===== src/rtl/vliw_pkg.sv =====
// Shared types and constants for the dual-issue VLIW front end.
// Bundle layout: ALU-slot instruction in the upper half, MEM-slot in the lower.
package vliw_pkg;

  localparam int          INSTR_W   = 16;
  localparam int          BUNDLE_W  = 32;
  localparam int          PC_W      = 32;
  localparam logic [31:0] PC_INC    = 32'd4;
  localparam logic [15:0] NOP_INSTR = 16'h0000;

  typedef struct packed {
    logic [INSTR_W-1:0] alu_instr;
    logic [INSTR_W-1:0] mem_instr;
    logic [PC_W-1:0]    pc;
  } fetch_bundle_t;

endpackage


===== src/rtl/fetch_redirect_sel.sv =====
// Redirect request and target select for the fetch stage.
// FETCH_ALIGN_CHECK_EN: misaligned targets fall back to the exception vector.
module fetch_redirect_sel #(
  parameter logic [31:0] EXC_VECTOR = 32'h0000_0040
) (
  input  logic        is_exception,
  input  logic        is_jump,
  input  logic        is_branch,
  input  logic        flag_n,
  input  logic [31:0] branch_target,
  input  logic [31:0] jump_target,
  output logic        redirect,
  output logic [31:0] target
`ifdef FETCH_ALIGN_CHECK_EN
  ,
  output logic        align_fault
`endif
);

  logic [31:0] raw_target;

  assign redirect = is_exception | is_jump
                  | (is_branch & flag_n);

  // Several sources may fire together, so this is a priority chain.
  always_comb begin
    raw_target = branch_target;
    if (is_exception) begin
      raw_target = EXC_VECTOR;
    end else if (is_jump) begin
      raw_target = jump_target;
    end
  end

`ifdef FETCH_ALIGN_CHECK_EN
  always_comb begin
    align_fault = redirect
                & (raw_target[1:0] != 2'b00);
    target      = align_fault ? EXC_VECTOR
                              : raw_target;
  end
`else
  assign target = raw_target;
`endif

endmodule


===== src/rtl/vliw_fetch_stage.sv =====
// IF stage: PC, 1-cycle imem fetch, one-entry skid buffer, IF/ID register.
// FETCH_ALIGN_CHECK_EN adds p1_fetch_fault for misaligned redirect targets.
module vliw_fetch_stage #(
  parameter logic [31:0] RESET_PC   = 32'h0000_0000,
  parameter logic [31:0] EXC_VECTOR = 32'h0000_0040,
  parameter logic [15:0] NOP_INSTR  = vliw_pkg::NOP_INSTR
) (
  input  logic        clk,
  input  logic        reset,
  input  logic        p1_pipeline_regWrite,
  input  logic        pcWrite,
  input  logic [31:0] branchTarget,
  input  logic [31:0] jumpTarget,
  input  logic        isBranch,
  input  logic        p2_alu_flag_N,
  input  logic        isJump,
  input  logic        isException,
  output logic        imem_en,
  output logic [31:0] imem_addr,
  input  logic [31:0] imem_rdata,
  output logic [15:0] p1_alu_instr,
  output logic [15:0] p1_mem_instr,
  output logic [31:0] p1_pc,
  output logic        p1_valid
`ifdef FETCH_ALIGN_CHECK_EN
  ,
  output logic        p1_fetch_fault
`endif
);

  import vliw_pkg::*;

  logic          redirect;
  logic [31:0]   target;
  logic [31:0]   pc;
  logic          pending;
  logic [31:0]   pending_pc;
  fetch_bundle_t skid;
  logic          skid_valid;
  fetch_bundle_t p1;
  logic          p1_valid_q;
  logic          issue;
  fetch_bundle_t resp;
  fetch_bundle_t nop_b;

`ifdef FETCH_ALIGN_CHECK_EN
  logic align_fault;
`endif

  fetch_redirect_sel #(
    .EXC_VECTOR(EXC_VECTOR)
  ) u_sel (
    .is_exception (isException),
    .is_jump      (isJump),
    .is_branch    (isBranch),
    .flag_n       (p2_alu_flag_N),
    .branch_target(branchTarget),
    .jump_target  (jumpTarget),
    .redirect     (redirect),
    .target       (target)
`ifdef FETCH_ALIGN_CHECK_EN
    ,
    .align_fault  (align_fault)
`endif
  );

  // A full skid blocks issue so the drain cycle never overlaps a response.
  assign issue = pcWrite & p1_pipeline_regWrite
               & ~skid_valid & ~redirect & ~reset;

  assign imem_en   = issue;
  assign imem_addr = pc;

  always_comb begin
    resp.alu_instr  = imem_rdata[BUNDLE_W-1:INSTR_W];
    resp.mem_instr  = imem_rdata[INSTR_W-1:0];
    resp.pc         = pending_pc;
    nop_b.alu_instr = NOP_INSTR;
    nop_b.mem_instr = NOP_INSTR;
    nop_b.pc        = p1.pc;
  end

  always_ff @(posedge clk) begin
    if (reset) begin
      pc             <= RESET_PC;
      pending        <= 1'b0;
      pending_pc     <= RESET_PC;
      skid_valid     <= 1'b0;
      p1.alu_instr   <= NOP_INSTR;
      p1.mem_instr   <= NOP_INSTR;
      p1.pc          <= RESET_PC;
      p1_valid_q     <= 1'b0;
    end else begin
      pending <= issue;
      if (issue) begin
        pc         <= pc + PC_INC;
        pending_pc <= pc;
      end
      if (redirect) begin
        pc         <= target;
        skid_valid <= 1'b0;
        p1         <= nop_b;
        p1_valid_q <= 1'b0;
      end else if (p1_pipeline_regWrite) begin
        if (pending) begin
          p1         <= resp;
          p1_valid_q <= 1'b1;
        end else if (skid_valid) begin
          p1         <= skid;
          p1_valid_q <= 1'b1;
          skid_valid <= 1'b0;
        end else begin
          p1         <= nop_b;
          p1_valid_q <= 1'b0;
        end
      end else if (pending) begin
        skid       <= resp;
        skid_valid <= 1'b1;
      end
    end
  end

`ifdef FETCH_ALIGN_CHECK_EN
  always_ff @(posedge clk) begin
    if (reset) begin
      p1_fetch_fault <= 1'b0;
    end else begin
      p1_fetch_fault <= redirect & align_fault;
    end
  end
`endif

  assign p1_alu_instr = p1.alu_instr;
  assign p1_mem_instr = p1.mem_instr;
  assign p1_pc        = p1.pc;
  assign p1_valid     = p1_valid_q;

endmodule

===== config.mk =====
export PLATFORM = sky130hd
export DESIGN_NAME = vliw_fetch_stage
export DESIGN_NICKNAME = d
export VERILOG_FILES = /design/src/rtl/vliw_pkg.sv /design/src/rtl/fetch_redirect_sel.sv /design/src/rtl/vliw_fetch_stage.sv
export SDC_FILE = /design/constraint.sdc
export NUM_CORES = 1
export LEC_CHECK = 0
export CORE_ASPECT_RATIO = 1.75
export CORE_MARGIN = 2
export CORE_UTILIZATION = 53
export DETAILED_ROUTE_END_ITERATION = 6
export GPL_TIMING_DRIVEN = 0
export HOLD_SLACK_MARGIN = 0.08
export PLACE_DENSITY = 0.92
export SYNTH_ARGS = -nofsm -noshare
export SYNTH_HDL_FRONTEND = slang
export SYNTH_HIERARCHICAL = 1
export SYNTH_SLANG_ARGS = --single-unit
export TNS_END_PERCENT = 100

===== constraint.sdc =====
create_clock -name clk -period 7.9 [get_ports clk]
set_clock_uncertainty 0.15 [all_clocks]
set_input_delay 1.58 -clock clk [delete_from_list [all_inputs] [get_ports clk]]
set_output_delay 1.58 -clock clk [all_outputs]
set_load 0.01 [all_outputs]

Word level (Yosys, flattened, before mapping)
Cells that the tools add are included.
Storage, ports and cells
  flip-flop bits (word level): 195
  input bits: 104
  logic and storage cells: 42
Operators by class
  equal/unequal tests: 1
  multiplexer cells: 11
  add/subtract/negate cells: 1
  bitwise logic cells: 11
  reductions and logical operators: 7
Operators by type and width (count)
  32-bit two-way mux: 4
  64-bit two-way mux: 2
  32-bit by 3-bit adder with 32-bit output, second input constant: 1
  2-bit nonzero test: 3
  1-bit AND: 5
  1-bit two-way mux: 5
  1-bit inverter: 4
  4-bit AND reduction: 1
  3-bit AND reduction: 1
  2-bit inequality test, second input constant: 1
  1-bit bitwise OR: 2
  2-bit AND reduction: 1
  2-bit OR reduction: 1

Depth between registers and ports, before layout
Gate-level depths: netlist of run 1.
  depth after elaboration: 7
  depth in mapped cells: 10

Modules after synthesis
Netlist of run 1, hierarchy kept.
By module, submodules not included
  vliw_fetch_stage: cells each 763, area an instance 7686.1 µm², times used 1
  fetch_redirect_sel: cells each 73, area an instance 525.5 µm², times used 1

Worst setup path before layout of run 1
Ideal clock, no wire load.
  path type: input -> output
  start: input isJump
  end: output imem_en
  slack: 3034 ps
  arrival time: 3136 ps
  stages on the path: 8
  buffers on the path: 4
  required time: 6170 ps
  cell sequence: buf_6 buf_8 a211o_1 clkbuf_1 nor2_1 nand2_1 clkinv_1 clkbuf_1
On the way
  cells in the longest elaborated chain, start to end: 5
Ends and longest elaborated chain
  start, declared: RTL line vliw_fetch_stage.sv:16  | input logic isJump,
  1-bit bitwise OR: RTL line fetch_redirect_sel.sv:22  | assign redirect = is_exception | is_jump
  1-bit bitwise OR: RTL line fetch_redirect_sel.sv:23  | | (is_branch & flag_n);
  named net redirect: RTL line vliw_fetch_stage.sv:33  | logic redirect;
  1-bit inverter (no source line)
  1-bit AND (2 in a row): RTL line vliw_fetch_stage.sv:69  | & ~skid_valid & ~redirect & ~reset;
  end, declared: RTL line vliw_fetch_stage.sv:18  | output logic imem_en,
The timed path passes the listed nets, and every way through them passes these cells.

Worst setup path after layout of run 1
  start: input isBranch
  end: output imem_en
On the way
  cells in the longest elaborated chain, start to end: 5
Ends and longest elaborated chain
  start, declared: RTL line vliw_fetch_stage.sv:14  | input logic isBranch,
  1-bit AND: RTL line fetch_redirect_sel.sv:23
  1-bit bitwise OR: RTL line fetch_redirect_sel.sv:23
  named net redirect: RTL line vliw_fetch_stage.sv:33
  1-bit inverter (no source line)
  1-bit AND (2 in a row): RTL line vliw_fetch_stage.sv:69
The timed path passes the listed nets, and every way through them passes these cells.

==> results of run 1 <==
==> sequential cells by signal, summed over array words and instances, names as in the netlist <==
name,count
p1_alu_instr,16
imem_addr,32
p1_valid,1
pending_pc,32
pending,1
p1_pc,32
skid_valid,1
p1_mem_instr,16
skid,64
==> worst paths after layout <==
path                                             startpoint                          to  slack (ps)  depth (start not counted)
worst min register to register  pending_pc[28]$_SDFFE_PP0P_          skid[28]$_DFFE_PP_         310                          0
worst max-delay path                               isBranch                     imem_en        1470                          8
worst min-delay path            pending_pc[28]$_SDFFE_PP0P_          skid[28]$_DFFE_PP_         310                          0
worst max register to register    imem_addr[2]$_SDFFE_PP0P_  imem_addr[24]$_SDFFE_PP0P_        5030                          6
==> metal layers <==
metal / part of all wire, % / routed length (um) / global-route usage, % / vias up
li1: - / - / - / 3542
met1: 34 / 8140 / 28.9 / 3467
met2: 54 / 12700 / 52.4 / 416
met3: 6.9 / 1640 / 5.37 / 97
met4: 4.8 / 1150 / 16.6 / 0
met5: 0 / 0 / 0 / -
==> cells by family (layout without fill, tap and decap cells) <==
group,count (synthesis),in the layout
and+or+nand+nor,322,322
DFF,195,195
AOI/OAI and AO/OA,194,194
buffers and inverters,81,312
muxes,33,33
xor gates and xnor gates,9,9
adders and majority gates,2,2
==> cells in the mapped netlist (6+ instances only) <==
| cell | instances |
|---|---|
| a22oi_1 | 32 |
| nor4_1 | 10 |
| a21oi_1 | 40 |
| nand2_1 | 87 |
| mux2i_1 | 33 |
| nor2_1 | 122 |
| a211oi_1 | 42 |
| nor3_1 | 40 |
| o21ai_0 | 8 |
| or3_1 | 7 |
| edfxtp_1 | 64 |
| a311oi_1 | 10 |
| xnor2_1 | 6 |
| dfxtp_1 | 131 |
| clkbuf_1 | 59 |
| a221oi_1 | 32 |
| nand4_1 | 12 |
| o211ai_1 | 8 |
| inv_1 | 7 |
| nand3_1 | 11 |
| or4_1 | 7 |
==> power groups by stage <==
stage / sequential (W) / clock, W / combinational [W]
6_report: 0.00107 / 0.000827 / 0.000201
3_5_place_dp: 0.00109 / 0 / 0.000198
5_1_grt: 0.00107 / 0.000870 / 0.000216
4_1_cts: 0.00107 / 0.000830 / 0.000200
3_3_place_gp: 0.00109 / 0 / 0.000194
2_1_floorplan: 0.00109 / 0 / 0.0000848
==> worst max-delay path, cell delays in order <==
cell and delay, ps:
clkdlybuf4s50_1 400, a211o_1 290, clkbuf_1 210, nor2_1 490, nand2_1 400, clkinv_1 330, clkbuf_1 390, clkdlybuf4s50_1 620
==> final cells by class <==
| class | instances | area [um^2] |
|---|---|---|
| fillers | 1080 | 4230 |
| flip-flops and latches | 195 | 4540 |
| clock inverters | 14 | 138 |
| inverters | 10 | 37.5 |
| plain buffers | 71 | 314 |
| multi-input cells | 560 | 3320 |
| clock buffers | 18 | 429 |
| repair buffers | 199 | 2000 |
| well taps | 186 | 233 |
==> metrics by stage <==
stage / cells / instance area (um^2) / power (W)
floorplan: 836 / 8210 / 0.00118
finish: 1253 / 11000 / 0.00210
global placement: 1220 / 10400 / 0.00128
CTS: 1253 / 11000 / 0.00210
global route: 1253 / 11000 / 0.00216
detailed placement: 1221 / 10400 / 0.00129
==> qor.csv, run 1 <==
metric;value;unit
status;complete, no violations;
yosys.area_share.adder;0.305;%
hold_viol_final;0;
synth-xor-area-share;0.960;%
cts.sinks;195;
syn-num-nets;942;
postRouteAntennaNets;0;
port_buffers;198;
slew_headroom;22.9;%
min_period_over_period;81.5;%
core;0.0152;mm^2
cts_resized;0;
drt_iter0_markers;412;
min_period;6430;ps
ys_warn_count;6;
worstPathRequired;6170;ps
muxShareOfSynthArea;4.02;%
routed_via_density;6.00;
synth.largest_area_cell;dfxtp_1;
synth_simple_gate_area_share;18.0;%
drive_gt1_share;4.40;%
intPower;0.00157;W
synth_edf_count;64;
syn_area;0.00821;mm^2
grt.total_usage;28.2;%
wire_per_inst;18.8;um
power.density;190;mW/mm^2
ys_types;50;
cts_buffer_depth;2;
wl;23.6;mm
crit_type;in -> out;
cts_setup_buffers;0;
cts_buffers;17;
cts-hold-fix-buffers;0;
mostFrequentLayoutCells;198 x clkdlybuf4s50_1, 131 x dfxtp_1, 122 x nor2_1;
grt_pass1_vias;7590;
globalRouteOverflowTotal;0;
max_freq;0.155;GHz
gp_congestion;0.989;
cp_data_arrival_time;4700;ps
dpl.hpwl;17.5;mm
final_util;72.3;%
die_y;169;um
yosys-top-cells-area;dfxtp_1 32%, edfxtp_1 23%, nor2_1 5.6%;
synth_top_area_share;31.9;%
grt_pass1_wl;37.4;mm
combPwrFrac;9.6;%
final_common_cell;clkdlybuf4s50_1;
pwr-share-clk;39.4;%
holdWs;315;ps
worst_skew_pair.late_latency;430;ps
ys_ff_latch;195;
power.leakage;3.54;nW
ys_async_sr_fraction;0;%
syn2layout_area_growth;34.1;%
syn_inst;836;
dieWidth;98.1;um
path_max_fanout;10;
maxSlewViolCount;0;
synth_area_per_cell;9.82;um^2
drc;0;
cts_root_buf;clkbuf_16;
die_area;0.0165;mm^2
antenna_found_initial;0;
clk_pin_slew_worst_paths;70;ps
num_vias;7522;
peakVddDrop;0.000125;V
n_antenna_cell;0;
synth_top_family_by_area;simple AND/OR/NAND/NOR gates;
design.portCount;202;
worst-slew-pin-transition;1150;ps
tns;0;ps
cp-start-kind;primary input;
sw_frac_of_total;25.0;%
firstDrtPassIters;6;
hold_class;reg -> reg;
start_util;53.9;%
endpoint_kind;output pin;
p_sw;0.000525;W
synth_seq_area_share;55.3;%
worst_slack;1470;ps
htree_levels;4;
rsz0062_at_grt;false;
ys.flop_type;dfxtp_1;
place_ws;1590;ps
fp-row-count;60;
seq_power_share;51.0;%
fin_nets;1160;
synth_compound_area_share;17.1;%
setup_viol;0;
cap_violations;0;
cts_tree;built;
grt_max_degree;42;
No activity file was read; power rests on OpenSTA's default activity.
==> run 2: changes to the inputs <==
Settings changed: CORE_UTILIZATION 53 to 45, PLACE_DENSITY 0.92 to 0.84.
Clock period 7.9 ns to 5.5 ns, I/O delays scaled along.
==> run 2 against run 1 <==
  * Clock power increased by 61%
  * Critical endpoint unchanged
  * Setup slack got worse by 1300 ps
  * Utilization fell by 10 points
  * Sequential share of layout area shrank 0.52 points
  * Largest power group unchanged
  * Global-route usage shrank 4.7 points
  * Worst hold slack gained 3.0 ps
  * Sequential power is 44% higher
==> qor.csv, run 2 (synthesized netlist as in run 1, its figures left out) <==
metric;value;unit;change
status;complete, no violations;;unchanged
cts.sinks;195;;unchanged
intPower;0.00242;W;was 0.00157 W
start_util;45.7;%;was 53.9%
fp-row-count;65;;was 60
grt_max_degree;37;;was 42
seq_power_share;48.7;%;was 51.0%
critPathSlowestCell;clkdlybuf4s50_1;;unchanged
setup_viol;0;;unchanged
dieWidth;106;um;was 98.1 um
crit_end;imem_en;;unchanged
holdWs;318;ps;was 315 ps
fillers;1481;;was 1080
hold_viol_final;0;;unchanged
endpoint_kind;output pin;;unchanged
path_max_fanout;10;;unchanged
fin_nets;1160;;unchanged
pwr-share-clk;42.2;%;was 39.4%
worst-slew-pin-transition;1070;ps;was 1150 ps
core;0.0180;mm^2;was 0.0152 mm^2
wl;22.7;mm;was 23.6 mm
critical-path-top-delay-family;buffers and inverters;;unchanged
largest_reg_flops;64;;unchanged
slew_headroom;28.0;%;was 22.9%
hold_start;pending_pc[4]$_SDFFE_PP0P_;;was pending_pc[28]$_SDFFE_PP0P_
cts_root_buf;clkbuf_16;;unchanged
maxSlewViolCount;0;;unchanged
num_vias;7255;;was 7522
grt.total_usage;23.5;%;was 28.2%
syn2layout_area_growth;35.8;%;was 34.1%
drive_gt1_share;4.50;%;was 4.40%
globalRouteOverflowTotal;0;;unchanged
drt_iter0_markers;429;;was 412
routed_via_density;5.58;;was 6.00
grt_pass1_wl;36.1;mm;was 37.4 mm
worst_slack;148;ps;was 1470 ps
antenna_found_initial;0;;unchanged
cts_tree;built;;unchanged
sw_frac_of_total;23.4;%;was 25.0%
die_area;0.0194;mm^2;was 0.0165 mm^2
worstPathRequired;4250;ps;was 6170 ps
path_cells;clkdlybuf4s50_1 -> and3b_1 -> clkbuf_1 -> nand2_1 -> clkinv_1 -> clkbuf_1 -> clkdlybuf4s50_1;;was clkdlybuf4s50_1 -> a211o_1 -> clkbuf_1 -> nor2_1 -> nand2_1 -> clkinv_1 -> clkbuf_1 -> clkdlybuf4s50_1
tns;0;ps;unchanged
r2r_end;imem_addr[22]$_SDFFE_PP0P_;;was imem_addr[24]$_SDFFE_PP0P_
die_y;183;um;was 169 um
cap_violations;0;;unchanged
power.density;283;mW/mm^2;was 190 mW/mm^2
combPwrFrac;9.0;%;was 9.6%
peakVddDrop;0.000196;V;was 0.000125 V
design.portCount;202;;unchanged
htree_levels;4;;unchanged
max_freq;0.187;GHz;
reg2reg_depth;6;;unchanged
crit_type;in -> out;;unchanged
wire_per_inst;17.4;um;was 18.8 um
largest-register;skid;;unchanged
cp_num_buf_inv;5;;unchanged
rsz0062_at_grt;false;;unchanged
cp_data_arrival_time;4100;ps;was 4700 ps
r2r-start;imem_addr[2]$_SDFFE_PP0P_;;unchanged
p_sw;0.000739;W;was 0.000525 W
n_antenna_cell;0;;unchanged
cts_buffers;17;;unchanged
postRouteAntennaNets;0;;unchanged
port_buffers;198;;unchanged
dpl.hpwl;17.4;mm;was 17.5 mm
worst_path_largest_cell_delay;630;ps;was 620 ps
cp-start-kind;primary input;;unchanged
crit_start;p1_pipeline_regWrite;;was isBranch
gp_congestion;0.991;;was 0.989
clk_pin_slew_worst_paths;70;ps;about the same
hold_class;reg -> reg;;unchanged
final_common_cell;clkdlybuf4s50_1;;unchanged
cts_buffer_depth;2;;unchanged
worst_skew_pair.late_latency;430;ps;about the same
place_ws;180;ps;was 1590 ps
mostFrequentLayoutCells;198 x clkdlybuf4s50_1, 131 x dfxtp_1, 121 x nor2_1;;was 198 x clkdlybuf4s50_1, 131 x dfxtp_1, 122 x nor2_1
min_period_over_period;97.3;%;
cts_setup_buffers;0;;unchanged
reg2reg_slack;2690;ps;was 5030 ps
grt_pass1_vias;7115;;was 7590
min_period;5350;ps;
power.leakage;3.58;nW;was 3.54 nW
cp.depth;7;;was 8
firstDrtPassIters;5;;was 6
drc;0;;unchanged
run 2: changes by cell type in the layout (fill, tap and decap cells not counted), sizes merged:
cell	previous run	this run
inv	17	12
bufinv	0	3
clkbuf	77	78
clkinv	5	6
run 2: through the flow:
step / instance area, um^2 / power, W / cells / utilization (%)
floorplan: 8210 / 0.00169 / 836 / -
detailed placement: 10500 / 0.00185 / 1269 / 58.5
finish: 11200 / 0.00315 / 1301 / 62.1
global route: 11200 / 0.00325 / 1301 / 62.1
global placement: 10500 / 0.00185 / 1268 / 58.3
CTS: 11200 / 0.00316 / 1301 / 62.0
run 2: how the worst min path moves through the flow:
stage	to	slack (ps)	depth (start not counted)
2_1_floorplan	skid[0]$_DFFE_PP_	280	0
3_3_place_gp	skid[30]$_DFFE_PP_	290	0
3_5_place_dp	skid[5]$_DFFE_PP_	300	0
4_1_cts	skid[29]$_DFFE_PP_	320	0
5_1_grt	skid[19]$_DFFE_PP_	340	0
6_report	skid[4]$_DFFE_PP_	320	0
run 2: timing repair:
| item | 4_1_cts | 5_1_grt |
|---|---|---|
| hold buffers | 0 | 0 |
| setup endpoints to repair | 0 | 1 |
| resized for setup | 0 | 1 |
run 2: power by group through the flow:
stage	clock network (W)	registers (W)	logic, W
floorplan	0	0.00157	0.000122
global route	0.00140	0.00154	0.000310
finish	0.00133	0.00154	0.000285
CTS	0.00134	0.00154	0.000286
detailed placement	0	0.00157	0.000284
global placement	0	0.00157	0.000280
run 2: per-layer routing:
layer	track usage, %	part of all wire [%]	routed length, um	up-vias
met1	25.1	37	8460	3395
met2	43.6	54	12300	262
li1	-	-	-	3551
met3	4.79	5.1	1160	47
met4	10.7	3.4	765	0
met5	0	0	0	-
run 2: cell type report:
cell class,count,area [um^2],share of cell area [%]
flip-flops and latches,195,4540,40.7
clock inverters,13,190,1.70
clock buffers,19,454,4.07
well taps,234,293,2.62
repair buffers,199,2000,17.9
inverters,10,37.5,0.337
multi-input cells,560,3320,29.8
plain buffers,71,314,2.82
